--- config.mk ---
export PLATFORM = sky130hd
export DESIGN_NAME = pipe_hazard_ctrl_flat
export DESIGN_NICKNAME = d
export VERILOG_FILES = /design/src/rtl/pipe_hazard_ctrl_if.sv /design/src/rtl/pipe_hazard_ctrl.sv /design/src/flat_wrapper.sv
export SDC_FILE = /design/constraint.sdc
export NUM_CORES = 1
export LEC_CHECK = 0
export ABC_CLOCK_PERIOD_IN_PS = 2000
export CORE_ASPECT_RATIO = 0.75
export CORE_UTILIZATION = 30
export CTS_BUF_LIST = sky130_fd_sc_hd__clkbuf_4
export DETAILED_ROUTE_END_ITERATION = 12
export PLACE_DENSITY = 0.61
export SLEW_MARGIN = 40
export SYNTH_ARGS = -nofsm -noshare
export SYNTH_HDL_FRONTEND = slang
export SYNTH_SLANG_ARGS = --single-unit
export TNS_END_PERCENT = 100
--- constraint.sdc ---
create_clock -name clk -period 2 [get_ports clk]
set_input_delay 0.4 -clock clk [delete_from_list [all_inputs] [get_ports clk]]
set_output_delay 0.4 -clock clk [all_outputs]
set_load 0.03 [all_outputs]
--- src/rtl/pipe_hazard_ctrl_if.sv ---
// Hazard-control bundle between the 5-stage datapath and pipe_hazard_ctrl.
// Latency: n/a (wires only). Backpressure: carried as enables/flushes from slave to master.
// Ports: master = datapath (drives stage status, receives controls), slave = controller.
interface pipe_hazard_ctrl_if #(
  parameter int CNT_W = 16
);
  // stage status from the datapath
  logic [4:0]       id_rs, id_rt;
  logic             id_use_rs, id_use_rt;
  logic [4:0]       ex_rs, ex_rt, ex_td;
  logic             ex_WREG, ex_mem_read, ex_branch_taken;
  logic [4:0]       me_td;
  logic             me_WREG, me_mem_access;
  logic             dmem_ready;
  logic [4:0]       wb_td;
  logic             wb_WREG;
  // controls back to the datapath
  logic             pc_en, ifid_en, idex_en, exme_en, mewb_en;
  logic             ifid_flush, idex_flush, mewb_flush;
  logic [1:0]       fwd_a, fwd_b;
  logic             dmem_req;
  logic             mem_err;
  logic [CNT_W-1:0] stall_cnt;

  modport master (
    output id_rs, id_rt, id_use_rs, id_use_rt, ex_rs, ex_rt, ex_td,
           ex_WREG, ex_mem_read, ex_branch_taken, me_td, me_WREG,
           me_mem_access, dmem_ready, wb_td, wb_WREG,
    input  pc_en, ifid_en, idex_en, exme_en, mewb_en, ifid_flush,
           idex_flush, mewb_flush, fwd_a, fwd_b, dmem_req, mem_err, stall_cnt
  );

  modport slave (
    input  id_rs, id_rt, id_use_rs, id_use_rt, ex_rs, ex_rt, ex_td,
           ex_WREG, ex_mem_read, ex_branch_taken, me_td, me_WREG,
           me_mem_access, dmem_ready, wb_td, wb_WREG,
    output pc_en, ifid_en, idex_en, exme_en, mewb_en, ifid_flush,
           idex_flush, mewb_flush, fwd_a, fwd_b, dmem_req, mem_err, stall_cnt
  );
endinterface

--- src/rtl/pipe_hazard_ctrl.sv ---
// Pipeline sequencing: load-use stall, branch flush, dmem wait with timeout, EX forwarding.
// Latency: enables/flushes/forwarding combinational; mem_err and stall_cnt update on the edge.
// Backpressure: dmem not ready freezes PC..EX_ME and bubbles WB, forced release after MEM_TIMEOUT.
// Ports: clk, rst (async, active-high), hz (slave side of pipe_hazard_ctrl_if).
module pipe_hazard_ctrl #(
  parameter int MEM_TIMEOUT = 16,
  parameter int CNT_W       = 16
) (
  input  logic              clk,
  input  logic              rst,
  pipe_hazard_ctrl_if.slave hz
);
  localparam int WC_W = $clog2(MEM_TIMEOUT);

  typedef enum logic {RUN, MEM_WAIT} state_t;

  state_t           state_q, state_d;
  logic [WC_W-1:0]  wait_q, wait_d;
  logic             err_q, err_d;
  logic [CNT_W-1:0] cnt_q;

  logic timeout, release_c, mem_stall, lu;
  logic pc_en, ifid_en, idex_en, exme_en, mewb_en;
  logic ifid_flush, idex_flush, mewb_flush;
  logic [1:0] fwd_a, fwd_b;

  // Forced release only exists while already waiting; in RUN only dmem_ready releases.
  assign timeout   = (state_q == MEM_WAIT) && (wait_q == WC_W'(MEM_TIMEOUT - 1));
  assign release_c = hz.dmem_ready | timeout;
  assign mem_stall = hz.me_mem_access & ~release_c;

  assign lu = hz.ex_mem_read & hz.ex_WREG & (hz.ex_td != 5'd0) &
              ((hz.id_use_rs & (hz.id_rs == hz.ex_td)) |
               (hz.id_use_rt & (hz.id_rt == hz.ex_td)));

  // Next state for the memory-wait FSM
  always_comb begin
    state_d = state_q;
    wait_d  = wait_q;
    err_d   = err_q;
    case (state_q)
      RUN: begin
        if (mem_stall) begin
          state_d = MEM_WAIT;
          wait_d  = WC_W'(1);
        end
      end
      MEM_WAIT: begin
        if (release_c) begin
          state_d = RUN;
          wait_d  = '0;
          // a ready on the timeout cycle is an ordinary completion
          if (!hz.dmem_ready) err_d = 1'b1;
        end else begin
          wait_d = wait_q + WC_W'(1);
        end
      end
      default: begin
        state_d = RUN;
        wait_d  = '0;
      end
    endcase
  end

  // Stall/flush priority: memory wait > taken branch > load-use
  always_comb begin
    pc_en      = 1'b1;
    ifid_en    = 1'b1;
    idex_en    = 1'b1;
    exme_en    = 1'b1;
    mewb_en    = 1'b1;
    ifid_flush = 1'b0;
    idex_flush = 1'b0;
    mewb_flush = 1'b0;
    if (mem_stall) begin
      // branch/load-use inputs are held, so they are resolved after release
      pc_en      = 1'b0;
      ifid_en    = 1'b0;
      idex_en    = 1'b0;
      exme_en    = 1'b0;
      mewb_flush = 1'b1;
    end else if (hz.ex_branch_taken) begin
      ifid_flush = 1'b1;
      idex_flush = 1'b1;
    end else if (lu) begin
      pc_en      = 1'b0;
      ifid_en    = 1'b0;
      idex_flush = 1'b1;
    end
  end

  // Forwarding: the younger result (ME) wins over WB
  always_comb begin
    fwd_a = 2'b00;
    fwd_b = 2'b00;
    if (hz.me_WREG && hz.me_td != 5'd0 && hz.me_td == hz.ex_rs)      fwd_a = 2'b01;
    else if (hz.wb_WREG && hz.wb_td != 5'd0 && hz.wb_td == hz.ex_rs) fwd_a = 2'b10;
    if (hz.me_WREG && hz.me_td != 5'd0 && hz.me_td == hz.ex_rt)      fwd_b = 2'b01;
    else if (hz.wb_WREG && hz.wb_td != 5'd0 && hz.wb_td == hz.ex_rt) fwd_b = 2'b10;
  end

  always_ff @(posedge clk or posedge rst) begin
    if (rst) begin
      state_q <= RUN;
      wait_q  <= '0;
      err_q   <= 1'b0;
      cnt_q   <= '0;
    end else begin
      state_q <= state_d;
      wait_q  <= wait_d;
      err_q   <= err_d;
      if (!pc_en && cnt_q != '1) cnt_q <= cnt_q + CNT_W'(1);
    end
  end

  assign hz.pc_en      = pc_en;
  assign hz.ifid_en    = ifid_en;
  assign hz.idex_en    = idex_en;
  assign hz.exme_en    = exme_en;
  assign hz.mewb_en    = mewb_en;
  assign hz.ifid_flush = ifid_flush;
  assign hz.idex_flush = idex_flush;
  assign hz.mewb_flush = mewb_flush;
  assign hz.fwd_a      = fwd_a;
  assign hz.fwd_b      = fwd_b;
  assign hz.dmem_req   = hz.me_mem_access;
  assign hz.mem_err    = err_q;
  assign hz.stall_cnt  = cnt_q;
endmodule

--- src/flat_wrapper.sv ---
// flat-port wrapper written by rule: the top's interface ports become plain ports
module pipe_hazard_ctrl_flat 
#(
  parameter int MEM_TIMEOUT = 16,
  parameter int CNT_W       = 16
)
  (clk, rst, hz_id_rs, hz_id_rt, hz_id_use_rs, hz_id_use_rt, hz_ex_rs, hz_ex_rt, hz_ex_td, hz_ex_WREG, hz_ex_mem_read, hz_ex_branch_taken, hz_me_td, hz_me_WREG, hz_me_mem_access, hz_dmem_ready, hz_wb_td, hz_wb_WREG, hz_pc_en, hz_ifid_en, hz_idex_en, hz_exme_en, hz_mewb_en, hz_ifid_flush, hz_idex_flush, hz_mewb_flush, hz_fwd_a, hz_fwd_b, hz_dmem_req, hz_mem_err, hz_stall_cnt);
  pipe_hazard_ctrl_if #(.CNT_W(CNT_W)) hz_i ();
  input  logic clk;
  input  logic rst;
  input wire logic [$bits(hz_i.id_rs)-1:0] hz_id_rs;
  input wire logic [$bits(hz_i.id_rt)-1:0] hz_id_rt;
  input wire logic [$bits(hz_i.id_use_rs)-1:0] hz_id_use_rs;
  input wire logic [$bits(hz_i.id_use_rt)-1:0] hz_id_use_rt;
  input wire logic [$bits(hz_i.ex_rs)-1:0] hz_ex_rs;
  input wire logic [$bits(hz_i.ex_rt)-1:0] hz_ex_rt;
  input wire logic [$bits(hz_i.ex_td)-1:0] hz_ex_td;
  input wire logic [$bits(hz_i.ex_WREG)-1:0] hz_ex_WREG;
  input wire logic [$bits(hz_i.ex_mem_read)-1:0] hz_ex_mem_read;
  input wire logic [$bits(hz_i.ex_branch_taken)-1:0] hz_ex_branch_taken;
  input wire logic [$bits(hz_i.me_td)-1:0] hz_me_td;
  input wire logic [$bits(hz_i.me_WREG)-1:0] hz_me_WREG;
  input wire logic [$bits(hz_i.me_mem_access)-1:0] hz_me_mem_access;
  input wire logic [$bits(hz_i.dmem_ready)-1:0] hz_dmem_ready;
  input wire logic [$bits(hz_i.wb_td)-1:0] hz_wb_td;
  input wire logic [$bits(hz_i.wb_WREG)-1:0] hz_wb_WREG;
  output wire logic [$bits(hz_i.pc_en)-1:0] hz_pc_en;
  output wire logic [$bits(hz_i.ifid_en)-1:0] hz_ifid_en;
  output wire logic [$bits(hz_i.idex_en)-1:0] hz_idex_en;
  output wire logic [$bits(hz_i.exme_en)-1:0] hz_exme_en;
  output wire logic [$bits(hz_i.mewb_en)-1:0] hz_mewb_en;
  output wire logic [$bits(hz_i.ifid_flush)-1:0] hz_ifid_flush;
  output wire logic [$bits(hz_i.idex_flush)-1:0] hz_idex_flush;
  output wire logic [$bits(hz_i.mewb_flush)-1:0] hz_mewb_flush;
  output wire logic [$bits(hz_i.fwd_a)-1:0] hz_fwd_a;
  output wire logic [$bits(hz_i.fwd_b)-1:0] hz_fwd_b;
  output wire logic [$bits(hz_i.dmem_req)-1:0] hz_dmem_req;
  output wire logic [$bits(hz_i.mem_err)-1:0] hz_mem_err;
  output wire logic [$bits(hz_i.stall_cnt)-1:0] hz_stall_cnt;
  assign hz_i.id_rs = hz_id_rs;
  assign hz_i.id_rt = hz_id_rt;
  assign hz_i.id_use_rs = hz_id_use_rs;
  assign hz_i.id_use_rt = hz_id_use_rt;
  assign hz_i.ex_rs = hz_ex_rs;
  assign hz_i.ex_rt = hz_ex_rt;
  assign hz_i.ex_td = hz_ex_td;
  assign hz_i.ex_WREG = hz_ex_WREG;
  assign hz_i.ex_mem_read = hz_ex_mem_read;
  assign hz_i.ex_branch_taken = hz_ex_branch_taken;
  assign hz_i.me_td = hz_me_td;
  assign hz_i.me_WREG = hz_me_WREG;
  assign hz_i.me_mem_access = hz_me_mem_access;
  assign hz_i.dmem_ready = hz_dmem_ready;
  assign hz_i.wb_td = hz_wb_td;
  assign hz_i.wb_WREG = hz_wb_WREG;
  assign hz_pc_en = hz_i.pc_en;
  assign hz_ifid_en = hz_i.ifid_en;
  assign hz_idex_en = hz_i.idex_en;
  assign hz_exme_en = hz_i.exme_en;
  assign hz_mewb_en = hz_i.mewb_en;
  assign hz_ifid_flush = hz_i.ifid_flush;
  assign hz_idex_flush = hz_i.idex_flush;
  assign hz_mewb_flush = hz_i.mewb_flush;
  assign hz_fwd_a = hz_i.fwd_a;
  assign hz_fwd_b = hz_i.fwd_b;
  assign hz_dmem_req = hz_i.dmem_req;
  assign hz_mem_err = hz_i.mem_err;
  assign hz_stall_cnt = hz_i.stall_cnt;
  pipe_hazard_ctrl #(.MEM_TIMEOUT(MEM_TIMEOUT), .CNT_W(CNT_W)) u_core (.clk(clk), .rst(rst), .hz(hz_i));
endmodule
Word-level counts from Yosys, hierarchy flattened
Cells that the tools add are included.
W data, S select, Z words.

word-level totals
  register bits after elaboration = 22
  input port bits = 46
  output and inout bits = 30
  logic and storage cells = 58

operators by class
  add/subtract/negate cells = 2
  equal/unequal tests = 9
  mux-type cells = 19
  bitwise gates (word level) = 11
  reduce and logical (&&, ||, !) cells = 13

operator list
  cell                     count
  $eq A5 B5 Y1             6
  $add A16 B1 Y16 const B  1
  $ne A16 B16 Y1 const B   1
  $reduce_bool A5 Y1       3
  $mux W1                  11
  $logic_and A1 B1 Y1      8
  $mux W2                  4
  $mux W4                  2
  $pmux W4 S2              1
  $and A1 B1 Y1            6
  $add A4 B1 Y4 const B    1
  $eq A4 B4 Y1 const B     1
  $not A1 Y1               3
  $reduce_and A3 Y1        1
  $ne A2 B1 Y1 const B     1
  $or A1 B1 Y1             2
  $pmux W1 S2              1
  $logic_not A1 Y1         1

Depth between registers and ports, before layout
Gate-level depths: netlist (run 1).

  depth after elaboration = 9
  mapped depth = 8

Worst setup path before layout (run 1)
No wires, ideal clock.

  path type = input -> output
  start = input hz_me_td[0]
  end = output hz_fwd_a[1]
  data arrival time = 2.337 ns
  data required time = 1.600 ns
  slack = -0.737 ns
  stages = 4
  path buffers = 0
  cells stage by stage = or4_1 > o21ai_0 > nor4_1 > nor4_1

between the ends
  longest elaborated chain between the ends = 4

ends and longest elaborated chain
  item                   RTL line                source
  from (decl)            flat_wrapper.sv:21      input wire logic [$bits(hz_i.me_td)-1:0] hz_me_td;
  $reduce_bool A5 Y1     pipe_hazard_ctrl.sv:96  if (hz.me_WREG && hz.me_td != 5'd0 && hz.me_td == hz.ex_rs) fwd_a = 2'b01;
  $logic_and A1 B1 Y1    pipe_hazard_ctrl.sv:96
  $logic_and A1 B1 Y1 *  pipe_hazard_ctrl.sv:96
  $mux W2 *              pipe_hazard_ctrl.sv:96
  to (decl)              flat_wrapper.sv:35      output wire logic [$bits(hz_i.fwd_a)-1:0] hz_fwd_a;

Mark *: on every way between the ends. The rest lies on a longest branch, timed or not.

Final worst setup path (run 1)
  start = input hz_me_td[3]
  end = output hz_fwd_b[1]

between the ends
  longest elaborated chain between the ends = 4

ends and longest elaborated chain
  item                   RTL line                source
  $reduce_bool A5 Y1     pipe_hazard_ctrl.sv:98  if (hz.me_WREG && hz.me_td != 5'd0 && hz.me_td == hz.ex_rt) fwd_b = 2'b01;
  $logic_and A1 B1 Y1    pipe_hazard_ctrl.sv:98
  $logic_and A1 B1 Y1 *  pipe_hazard_ctrl.sv:98
  $mux W2 *              pipe_hazard_ctrl.sv:98
  to (decl)              flat_wrapper.sv:36      output wire logic [$bits(hz_i.fwd_b)-1:0] hz_fwd_b;

Marked as above.

==> out/results.ini, run 1 <==
[clocking]
cts_made_buffers = 3
clock_insertion_delay_worst_skew_ns = 0.31
root_buffer = clkbuf_4
cts_hold_buffers = 0
clkTransAtPathRegs_ns = 0.12
cts.sinks = 22
cts_htree_levels = 1
clock_tree.buffer_depth = 2
tritoncts = built

[status]
failing_checks = design-rule violations, negative setup slack
outcome = complete, but fails checks

[timing]
grt_setup_unrepaired = yes
final_count_of_pins_violating_max_slew = 0
min_period_ns = 2.23
hold_violation_count_in_the_final_report = 0
finalSetupTns_ns = -1.24
clock_skew_ns = 0.00394
final_min_period_over_clock_period_pct = 111
setup-violations-final = 8
worst_slack_ns = -0.227
fmax_ghz = 0.449

[run]
max_cap_viol_count = 0

[synthesis]
synth_warnings = 0
ys_ff_latch = 22
yosys-top-cells-area = dfrtp_1 36%, xor2_1 18%, xnor2_1 6.8%, nor2_1 2.9%, nand4_1 2.8%
synth.most_common_cell = xor2_1
synth-edff-count = 0
mappedNetlistArea_mm2 = 0.00154
synth_top_cell_by_area = dfrtp_1
synth_common_cells = 32 x xor2_1, 22 x dfrtp_1, 12 x nor2_1, 12 x xnor2_1, 8 x nand2_1
postSynthNetCount = 206
async_reset_ff_share_pct = 100
synth.yosys.seq_area_share_pct = 35.7
yosysTopAreaCellShare_pct = 35.7
netlist-cell-type-count = 37
synth_top_flop_cell = dfrtp_1
postSynthAreaPerCell_um2 = 9.75
instance_count_of_the_mapped_netlist = 158

[critical_path]
arrival_ns = 1.83
cp_data_required_time_ns = 1.60
timing.critical_path.to_type = output port
worstSetupStartpoint = hz_me_td[3]
critical_path_peak_fanout = 3
r2r_start = u_core.wait_q[0]$_DFFE_PP0P_
setup.worst_path.start_class = input pin
criticalPathCategory = input pin to output port

[final_layout]
final_area_mm2 = 0.00283
finalNetCount = 332
final_layout_size_suffix_gt1_share_pct = 44.9
layout.filler_cells = 445
synthToLayoutAreaGrowth_pct = 84.0
number_of_standard_cells_in_the_final_layout_excluding_fillers = 343
n_antenna_cell = 0

[drt]
drt-vias-per-instance = 4.50
dr.pass1.iters = 11
antenna_violating_nets_post_route = 0
drt_iter0_markers = 62
route.vias.total = 1542
wl_per_cell_um = 13.1
totalWireLength_um = 4480
drc = 2

[grt]
antenna_violations_before_repair = 0
grt_first_pass_wirelength_um = 7300
maximum_number_of_pins_on_one_net_before_global_route_repair = 23
globalRouteTotalUtil_pct = 17.0
first_global_vias = 1448
grt.overflow.total = 0

[floorplanning]
floorplan.io_pins = 76
initial_standard_cell_utilization_of_the_core_pct = 31.3
core-area_mm2 = 0.00493
chipHeight_um = 64.1
row_count = 22
die_w_um = 84.7
die_area_mm2 = 0.00543

[worst_hold_path]
hold_class = input pin to async pin

[place]
number_of_buffer_cells_added_on_primary_ports = 74
gp_congestion = 0.783
place_worst_setup_slack_ns = -0.980
detailed_place.area_mm2 = 0.00271
sum_of_net_half_perimeters_after_detailed_placement_um = 3510
placed_cells_incl_taps = 330

[power]
power_density_mw_per_mm2 = 569
leakagePower_nw = 1.32
total_power_mw = 1.61
worst_supply_voltage_drop_on_vdd_mv = 0.857

==> cell families after synthesis <==
logic type / after synthesis / synth area share, %
buffers and inverters: 9 / 3.66
AND/OR/NAND/NOR: 65 / 25.4
XOR/XNOR: 44 / 25.0
AO/OA/AOI/OAI: 13 / 6.58
other: 1 / 0.243
flip-flops: 22 / 35.7
adder cells (fa/ha/maj): 2 / 1.62
multiplexers: 2 / 1.71
==> per-layer routing <==
metal | up-vias | routed length, um | track usage (%)
met5 | - | 0 | 0
met4 | 0 | 8 | 1.27
met3 | 2 | 162 | 3.36
met2 | 33 | 2040 | 26.0
met1 | 706 | 2270 | 25.7
li1 | 801 | - | -
==> flip-flops by register name, summed over array words and instances (netlist names) <==
register,cells
u_core.hz.mem_err,1
u_core.hz.stall_cnt,16
u_core.state_q,1
u_core.wait_q,4
==> what timing repair did <==
action / in CTS / in global routing
hold endpoints to repair: 0 / 0
setup buffers: 4 / 5
pin swaps: 22 / 22
gates resized for setup: 105 / 36
setup endpoints to repair: 24 / 17
cloned: 0 / 1
==> final cells by class <==
type / count / area [um^2] / area share (%)
multi-input combinational: 128 / 1100 / 38.7
timing repair buffer: 126 / 1060 / 37.5
sequential: 22 / 557 / 19.6
tap: 60 / 75.1 / 2.65
clock buffer: 4 / 30.0 / 1.06
inverter: 3 / 11.3 / 0.397
==> worst max-delay path, cell delays in order <==
cell and delay, ns:
buf_6 0.10, or4_4 0.55, o21ai_4 0.18, buf_6 0.12, nor4_4 0.03, buf_4 0.14, nor4_4 0.14, buf_6 0.17
==> path summary, 6_finish.rpt <==
| path | slack, ns | depth (start not counted) | end |
|---|---|---|---|
| max | -0.23 | 8 | hz_fwd_b[1] |
| min | 0.42 | 3 | u_core.hz.mem_err$_DFFE_PP0P_ |
| max reg2reg | 0.11 | 9 | u_core.hz.stall_cnt[12]$_DFFE_PP0P_ |
| min reg2reg | 0.51 | 1 | u_core.hz.mem_err$_DFFE_PP0P_ |
| max in group asynchronous | 1.34 | 3 | u_core.hz.stall_cnt[5]$_DFFE_PP0P_ |
| min in group clk | 0.51 | 1 | u_core.hz.mem_err$_DFFE_PP0P_ |
==> power by group <==
part	switching [mW]	internal, mW	total [mW]	leakage [nW]
Sequential	0.0771	0.524	0.601	0.281
Combinational	0.394	0.392	0.786	1.02
Clock	0.136	0.0914	0.227	0.0184
Total	0.607	1.01	1.61	1.32
==> through the flow <==
step,util [%],hold WS (ns)
3_3_place_gp,55.0,0.473
3_5_place_dp,55.0,0.479
5_1_grt,57.5,0.413
2_1_floorplan,-,0.389
4_1_cts,55.9,0.414
6_report,57.5,0.415
==> cells in the final DEF (no fill, tap or decap), types with 7 or more instances in the layout <==
cell,count
buf_2,8
buf_4,52
buf_6,13
clkbuf_2,10
clkdlybuf4s50_1,29
dfrtp_1,17
dlygate4sd2_1,8
nand2_1,8
nand4_1,7
nor2_1,11
xnor2_1,11
xor2_1,31
(Power assumes the default switching activity.)
==> run 2: changes to the inputs <==
Settings changed: DONT_BUFFER_PORTS from default to 1, PLACE_DENSITY 0.61 to 0.43.
==> run 2 against run 1 <==
  * The flow still finishes with violations (design-rule violations, negative setup slack)
  * Fmax grew 9.7%
  * Via count shrank 17%
  * Sequential cell count is the same
  * Largest cell class unchanged
  * Highest routed layer unchanged
==> out/results.ini, run 2 (same netlist as run 1, synthesis figures left out) <==
[drt]
highest_routed_metal_layer = met4  ; unchanged
antenna_violating_nets_post_route = 0  ; unchanged
m1WireLength_um = 1900  ; was 2270 um
wl_met3_um = 264  ; was 162 um
drc = 4  ; was 2
totalWireLength_um = 4030  ; was 4480 um
drt-vias-per-instance = 5.07  ; was 4.50
dr.pass1.iters = 8  ; was 11
met2_wire_len_um = 1870  ; was 2040 um
drt_iter0_markers = 37  ; was 62
wl_per_cell_um = 16.0  ; was 13.1 um
route.vias.total = 1278  ; was 1542

[power]
worst_supply_voltage_drop_on_vdd_mv = 0.574  ; was 0.857 mV
power_density_mw_per_mm2 = 692  ; was 569 mW/mm^2
leakagePower_nw = 0.907  ; was 1.32 nW

[timing]
grt_setup_unrepaired = yes  ; unchanged
final_min_period_over_clock_period_pct = 101  ; was 111%
setup-violations-final = 3  ; was 8
hold_violation_count_in_the_final_report = 0  ; unchanged
final_count_of_pins_violating_max_slew = 0  ; unchanged
worst_slack_ns = -0.0299  ; was -0.227 ns
clock_skew_ns = 0.00729  ; was 0.00394 ns
min_period_ns = 2.03  ; was 2.23 ns
fmax_ghz = 0.493  ; was 0.449 GHz

[floorplanning]
initial_standard_cell_utilization_of_the_core_pct = 31.3  ; unchanged
die_w_um = 84.7  ; unchanged
row_count = 22  ; unchanged
die_area_mm2 = 0.00543  ; unchanged
core-area_mm2 = 0.00493  ; unchanged
floorplan.io_pins = 76  ; unchanged
chipHeight_um = 64.1  ; unchanged

[status]
failing_checks = design-rule violations, negative setup slack  ; unchanged
outcome = complete, but fails checks  ; unchanged

[place]
sum_of_net_half_perimeters_after_detailed_placement_um = 3140  ; was 3510 um
placed_cells_incl_taps = 240  ; was 330
number_of_buffer_cells_added_on_primary_ports = 0  ; was 74
gp_congestion = 0.734  ; was 0.783
detailed_place.area_mm2 = 0.00189  ; was 0.00271 mm^2

[clocking]
cts.sinks = 22  ; unchanged
clock_insertion_delay_worst_skew_ns = 0.31  ; about the same
cts_htree_levels = 1  ; unchanged
tritoncts = built  ; unchanged
cts_made_buffers = 3  ; unchanged
clkTransAtPathRegs_ns = 0.13  ; was 0.12 ns
root_buffer = clkbuf_4  ; unchanged
clock_tree.buffer_depth = 2  ; unchanged

[grt]
first_global_vias = 1224  ; was 1448
antenna_violations_before_repair = 0  ; unchanged
maximum_number_of_pins_on_one_net_before_global_route_repair = 17  ; was 23
grt.overflow.total = 0  ; unchanged
grt_first_pass_wirelength_um = 5910  ; was 7300 um
globalRouteTotalUtil_pct = 13.9  ; was 17.0%

[critical_path]
arrival_ns = 1.63  ; was 1.83 ns
crit_chain = ha_4 -> nand4_1 -> nand3b_1 -> o31a_1 -> buf_6  ; was buf_6 -> or4_4 -> o21ai_4 -> buf_6 -> nor4_4 -> buf_4 -> nor4_4 -> buf_6
cp_data_required_time_ns = 1.60  ; about the same
timing.critical_path.to_type = output port  ; unchanged
criticalPathCategory = flip-flop to output port  ; was input pin to output port
critical_path_peak_fanout = 6  ; was 3
delay_of_the_slowest_critical_path_stage_ns = 0.42  ; was 0.55 ns
critical-path-slowest-cell = dfrtp_1  ; was or4_4
setup.worst_path.start_class = flip-flop  ; was input pin

[worst_hold_path]
hold_class = input pin to flip-flop  ; was input pin to async pin

[final_layout]
largest_reg_flops = 16  ; unchanged
synthToLayoutAreaGrowth_pct = 32.7  ; was 84.0%
fin_util_pct = 41.5  ; was 57.5%
mostFrequentLayoutCells = 32 x xor2_1, 32 x buf_4, 17 x dfrtp_1  ; was 52 x buf_4, 31 x xor2_1, 29 x clkdlybuf4s50_1
final_area_mm2 = 0.00204  ; was 0.00283 mm^2
layout.filler_cells = 467  ; was 445
number_of_standard_cells_in_the_final_layout_excluding_fillers = 252  ; was 343
finalNetCount = 241  ; was 332
n_antenna_cell = 0  ; unchanged
final_layout_size_suffix_gt1_share_pct = 35.9  ; was 44.9%

[run]
max_cap_viol_count = 0  ; unchanged

[run 2: changes by cell type in the layout (fill, tap and decap cells not counted), moves of 3 or more]
cell             delta
buf_8               -3
buf_6              -12
clkdlybuf4s50_1    -29
buf_4              -20
buf_2               -8
dlygate4sd2_1       -8
clkbuf_2           -10
[run 2: power breakdown]
part           switching (mW)  total, mW  internal, mW
clock                   0.141      0.214        0.0729
combinational           0.386      0.626         0.240
sequential             0.0504      0.574         0.523
total                   0.577       1.41         0.836
[run 2: final timing paths]
| kind | from | endpoint | slack (ns) | cells past startpoint |
|---|---|---|---|---|
| worst max-delay path | u_core.wait_q[1]$_DFFE_PP0P_ | hz_pc_en | -0.03 | 5 |
| worst min-delay path | hz_dmem_ready | u_core.hz.mem_err$_DFFE_PP0P_ | 0.33 | 2 |
| worst max register to register | u_core.hz.stall_cnt[0]$_DFFE_PP0P_ | u_core.hz.stall_cnt[13]$_DFFE_PP0P_ | 0.09 | 7 |
| worst min register to register | u_core.state_q$_DFF_PP0_ | u_core.wait_q[0]$_DFFE_PP0P_ | 0.52 | 1 |
| max in group asynchronous | rst | u_core.hz.stall_cnt[1]$_DFFE_PP0P_ | 1.03 | 3 |
| min in group asynchronous | rst | u_core.hz.mem_err$_DFFE_PP0P_ | 0.44 | 2 |
[run 2: critical path: cells and delay by family (launching register included)]
family,cells,cell delay [ns]
AOI/OAI and AO/OA,1,0.25
buffers and inverters,1,0.19
and+or+nand+nor,2,0.30
adders and majority gates,1,0.15
DFF,1,0.42
[run 2: per-stage QoR]
stage	hold WS [ns]	setup WS (ns)	TNS [ns]	power, mW
global route	0.309	-0.176	-0.768	1.50
finish	0.328	-0.0299	-0.0665	1.41
CTS	0.310	-0.0803	-0.257	1.40
detailed placement	0.238	-0.0277	-0.0367	1.15
floorplan	0.389	-0.0892	-0.226	0.981
global placement	0.229	0.00156	0	1.13
[run 2: layout make-up]
cell class	count	area, um^2	area share [%]
well taps	60	75.1	3.67
flip-flops and latches	22	557	27.3
clock buffers	3	22.5	1.10
repair buffers	35	282	13.8
multi-input cells	128	1090	53.5
inverters	3	11.3	0.551
clock inverters	1	3.75	0.184
[run 2: repair_timing]
item / CTS / global route
endpoints found under the hold margin: 6 / 0
hold buffers: 1 / 0
pin swaps: 3 / 4
gates resized for setup: 4 / 8
endpoints found under the setup margin: 6 / 14
setup buffers: 5 / 1
gates cloned: 0 / 1
[run 2: per-layer routing]
metal / global-route usage (%) / up-vias
met5: 0 / -
met4: 1.48 / 0
met3: 5.17 / 2
met2: 22.4 / 40
met1: 18.3 / 620
li1: - / 616
==> run 3: changes to the inputs <==
Settings changed: ABC_CLOCK_PERIOD_IN_PS 2000 to 2200.
Clock period 2 ns to 2.2 ns, I/O delays scaled along.
==> run 3 against run 2 <==
  * The run now ends clean
  * Sequential cell count stayed put
  * Design area is 6.6% lower
  * Critical endpoint is now hz_fwd_b[1]
  * Clock power is 46% higher
  * Clock skew is 0.0055 ns higher
  * Count of clock-buffer cells in the layout stayed put
  * Sequential share of layout area is 1.6 points higher
  * Non-clock buffer count is 6 lower
  * Sequential power is 11% lower
  * Hold slack worse by 0.32 ns
  * First-iteration DRC count is 120% higher
  * Cell count is 2.8% lower
==> out/results.ini, run 3 (same netlist as run 1, synthesis figures left out) <==
[grt]
grt.overflow.total = 0  ; unchanged
first_global_vias = 1352  ; was 1224
grt_first_pass_wirelength_um = 6290  ; was 5910 um
maximum_number_of_pins_on_one_net_before_global_route_repair = 23  ; was 17
globalRouteTotalUtil_pct = 14.6  ; was 13.9%
antenna_violations_before_repair = 0  ; unchanged

[drt]
drc = 0  ; was 4
wl_per_cell_um = 15.1  ; was 16.0 um
drt_iter0_markers = 83  ; was 37
dr.pass1.iters = 8  ; unchanged
drt-vias-per-instance = 5.07  ; about the same
route.vias.total = 1241  ; was 1278
antenna_violating_nets_post_route = 0  ; unchanged
totalWireLength_um = 3700  ; was 4030 um

[status]
outcome = finished clean  ; was complete, but fails checks

[clocking]
clock_insertion_delay_worst_skew_ns = 0.31  ; about the same
cts_hold_buffers = 0  ; was 1
cts.sinks = 22  ; unchanged
clock_tree.buffer_depth = 2  ; unchanged
root_buffer = clkbuf_4  ; unchanged
cts_htree_levels = 1  ; unchanged
clkTransAtPathRegs_ns = 0.13  ; about the same
tritoncts = built  ; unchanged
cts_made_buffers = 3  ; unchanged

[timing]
final_min_period_over_clock_period_pct = 97.1
setup-violations-final = 0  ; was 3
final_count_of_pins_violating_max_slew = 0  ; unchanged
clock_skew_ns = 0.0128  ; was 0.00729 ns
final.hold.worst_slack_ns = 0.00376  ; was 0.328 ns
grt_setup_unrepaired = no  ; was yes
fmax_ghz = 0.468
hold_violation_count_in_the_final_report = 0  ; unchanged
finalSetupTns_ns = 0  ; was -0.0665 ns
min_period_ns = 2.14

[power]
total_power_mw = 1.34  ; was 1.41 mW
power_density_mw_per_mm2 = 704  ; was 692 mW/mm^2
worst_supply_voltage_drop_on_vdd_mv = 0.422  ; was 0.574 mV
leakagePower_nw = 0.849  ; was 0.907 nW

[final_layout]
final_common_cell = xor2_1
synthToLayoutAreaGrowth_pct = 23.9  ; was 32.7%
number_of_standard_cells_in_the_final_layout_excluding_fillers = 245  ; was 252
final_layout_size_suffix_gt1_share_pct = 27.0  ; was 35.9%
n_antenna_cell = 0  ; unchanged
mostFrequentLayoutCells = 32 x xor2_1, 28 x buf_4, 22 x dfrtp_1  ; was 32 x xor2_1, 32 x buf_4, 17 x dfrtp_1
finalNetCount = 234  ; was 241
layout.filler_cells = 506  ; was 467
multi_input_combinational_cell_area_um2 = 997  ; was 0.00109 mm^2
largest_reg_flops = 16  ; unchanged
sequential_cell_area_um2 = 551  ; was 557 um^2

[floorplanning]
die_area_mm2 = 0.00543  ; unchanged
chipHeight_um = 64.1  ; unchanged
floorplan.io_pins = 76  ; unchanged
die_w_um = 84.7  ; unchanged
row_count = 22  ; unchanged
initial_standard_cell_utilization_of_the_core_pct = 31.3  ; unchanged
core-area_mm2 = 0.00493  ; unchanged

[critical_path]
worst-r2r-cell-count = 7  ; unchanged
reg2reg_to = u_core.hz.stall_cnt[11]$_DFFE_PP0P_  ; was u_core.hz.stall_cnt[13]$_DFFE_PP0P_
worstSetupStartpoint = hz_wb_td[3]  ; was u_core.wait_q[1]$_DFFE_PP0P_
r2r_start = u_core.hz.stall_cnt[0]$_DFFE_PP0P_  ; unchanged
critical_path_peak_fanout = 3  ; was 6
cp_data_required_time_ns = 1.76  ; was 1.60 ns
arrival_ns = 1.70  ; was 1.63 ns
criticalPathCategory = input pin to output port  ; was flip-flop to output port
timing.critical_path.to_type = output port  ; unchanged
setup.worst_path.start_class = input pin  ; was flip-flop
timing.critical_path.to = hz_fwd_b[1]  ; was hz_pc_en
ff2ff_setup_slack_ns = 0.23  ; was 0.09 ns

[place]
gp_congestion = 0.809  ; was 0.734
placed_cells_incl_taps = 238  ; was 240
number_of_buffer_cells_added_on_primary_ports = 0  ; unchanged
sum_of_net_half_perimeters_after_detailed_placement_um = 2990  ; was 3140 um

[worst_hold_path]
hold_class = input pin to async pin  ; was input pin to flip-flop

[run]
max_cap_viol_count = 0  ; unchanged

-- run 3: cell types whose count changed in the layout (fill, tap and decap cells not counted), moves of 2 or more --
cell,change
or4_4,-3
nor4_4,-2
nor3_1,+2
dfrtp_2,-5
dfrtp_1,+5
or4_1,+3
nor4_2,+2
buf_4,-4
-- run 3: what timing repair did --
action,4_1_cts,5_1_grt
resized for setup,0,4
cloned,0,0
pin swaps,1,1
setup endpoints to repair,2,10
setup buffers,1,2
-- run 3: worst min path at each step --
stage                              from                                  end  slack (ns)  cells past startpoint
5_1_grt                             rst   u_core.hz.stall_cnt[7]$_DFFE_PP0P_        0.01                      1
6_report                            rst  u_core.hz.stall_cnt[10]$_DFFE_PP0P_       0.004                      1
2_1_floorplan                       rst        u_core.hz.mem_err$_DFFE_PP0P_        0.43                      1
3_3_place_gp   u_core.state_q$_DFF_PP0_         u_core.wait_q[0]$_DFFE_PP0P_        0.49                      1
3_5_place_dp                        rst        u_core.hz.mem_err$_DFFE_PP0P_        0.37                      1
4_1_cts                             rst        u_core.hz.mem_err$_DFFE_PP0P_       0.006                      1
-- run 3: layout make-up --
type,instances,area share (%)
Clock buffer,3,1.18
Inverter,3,0.590
Timing Repair Buffer,29,11.6
Clock inverter,1,1.57
Tap cell,60,3.93
Sequential cell,22,28.9
Multi-Input combinational cell,127,52.3
-- run 3: routing by layer --
layer	GRT usage (%)	vias up	routed length [um]
li1	-	602	-
met1	19.9	583	1800
met2	23.1	56	1610
met3	4.78	0	288
met4	1.69	0	0
met5	0	-	0
-- run 3: worst max-delay path, stage by stage --
cell and delay [ns]:
or4_1 0.08, o21ai_0 0.08, or4_1 0.59, nor4_4 0.30
buf_4 0.20
-- run 3: metrics by stage --
stage | setup slack, ns | util [%] | instance area (um^2)
after floorplan | 0.0324 | - | 1590
after global placement | 0.119 | 36.7 | 1810
after detailed placement | 0.0497 | 36.7 | 1810
after CTS | 0.0165 | 38.0 | 1870
after global routing | 0.00458 | 38.7 | 1910
final | 0.0640 | 38.7 | 1910
-- run 3: power by group --
part           internal, mW  total (mW)  switching, mW
Sequential            0.468       0.512         0.0438
Combinational         0.192       0.518          0.325
Clock                 0.184       0.313          0.128
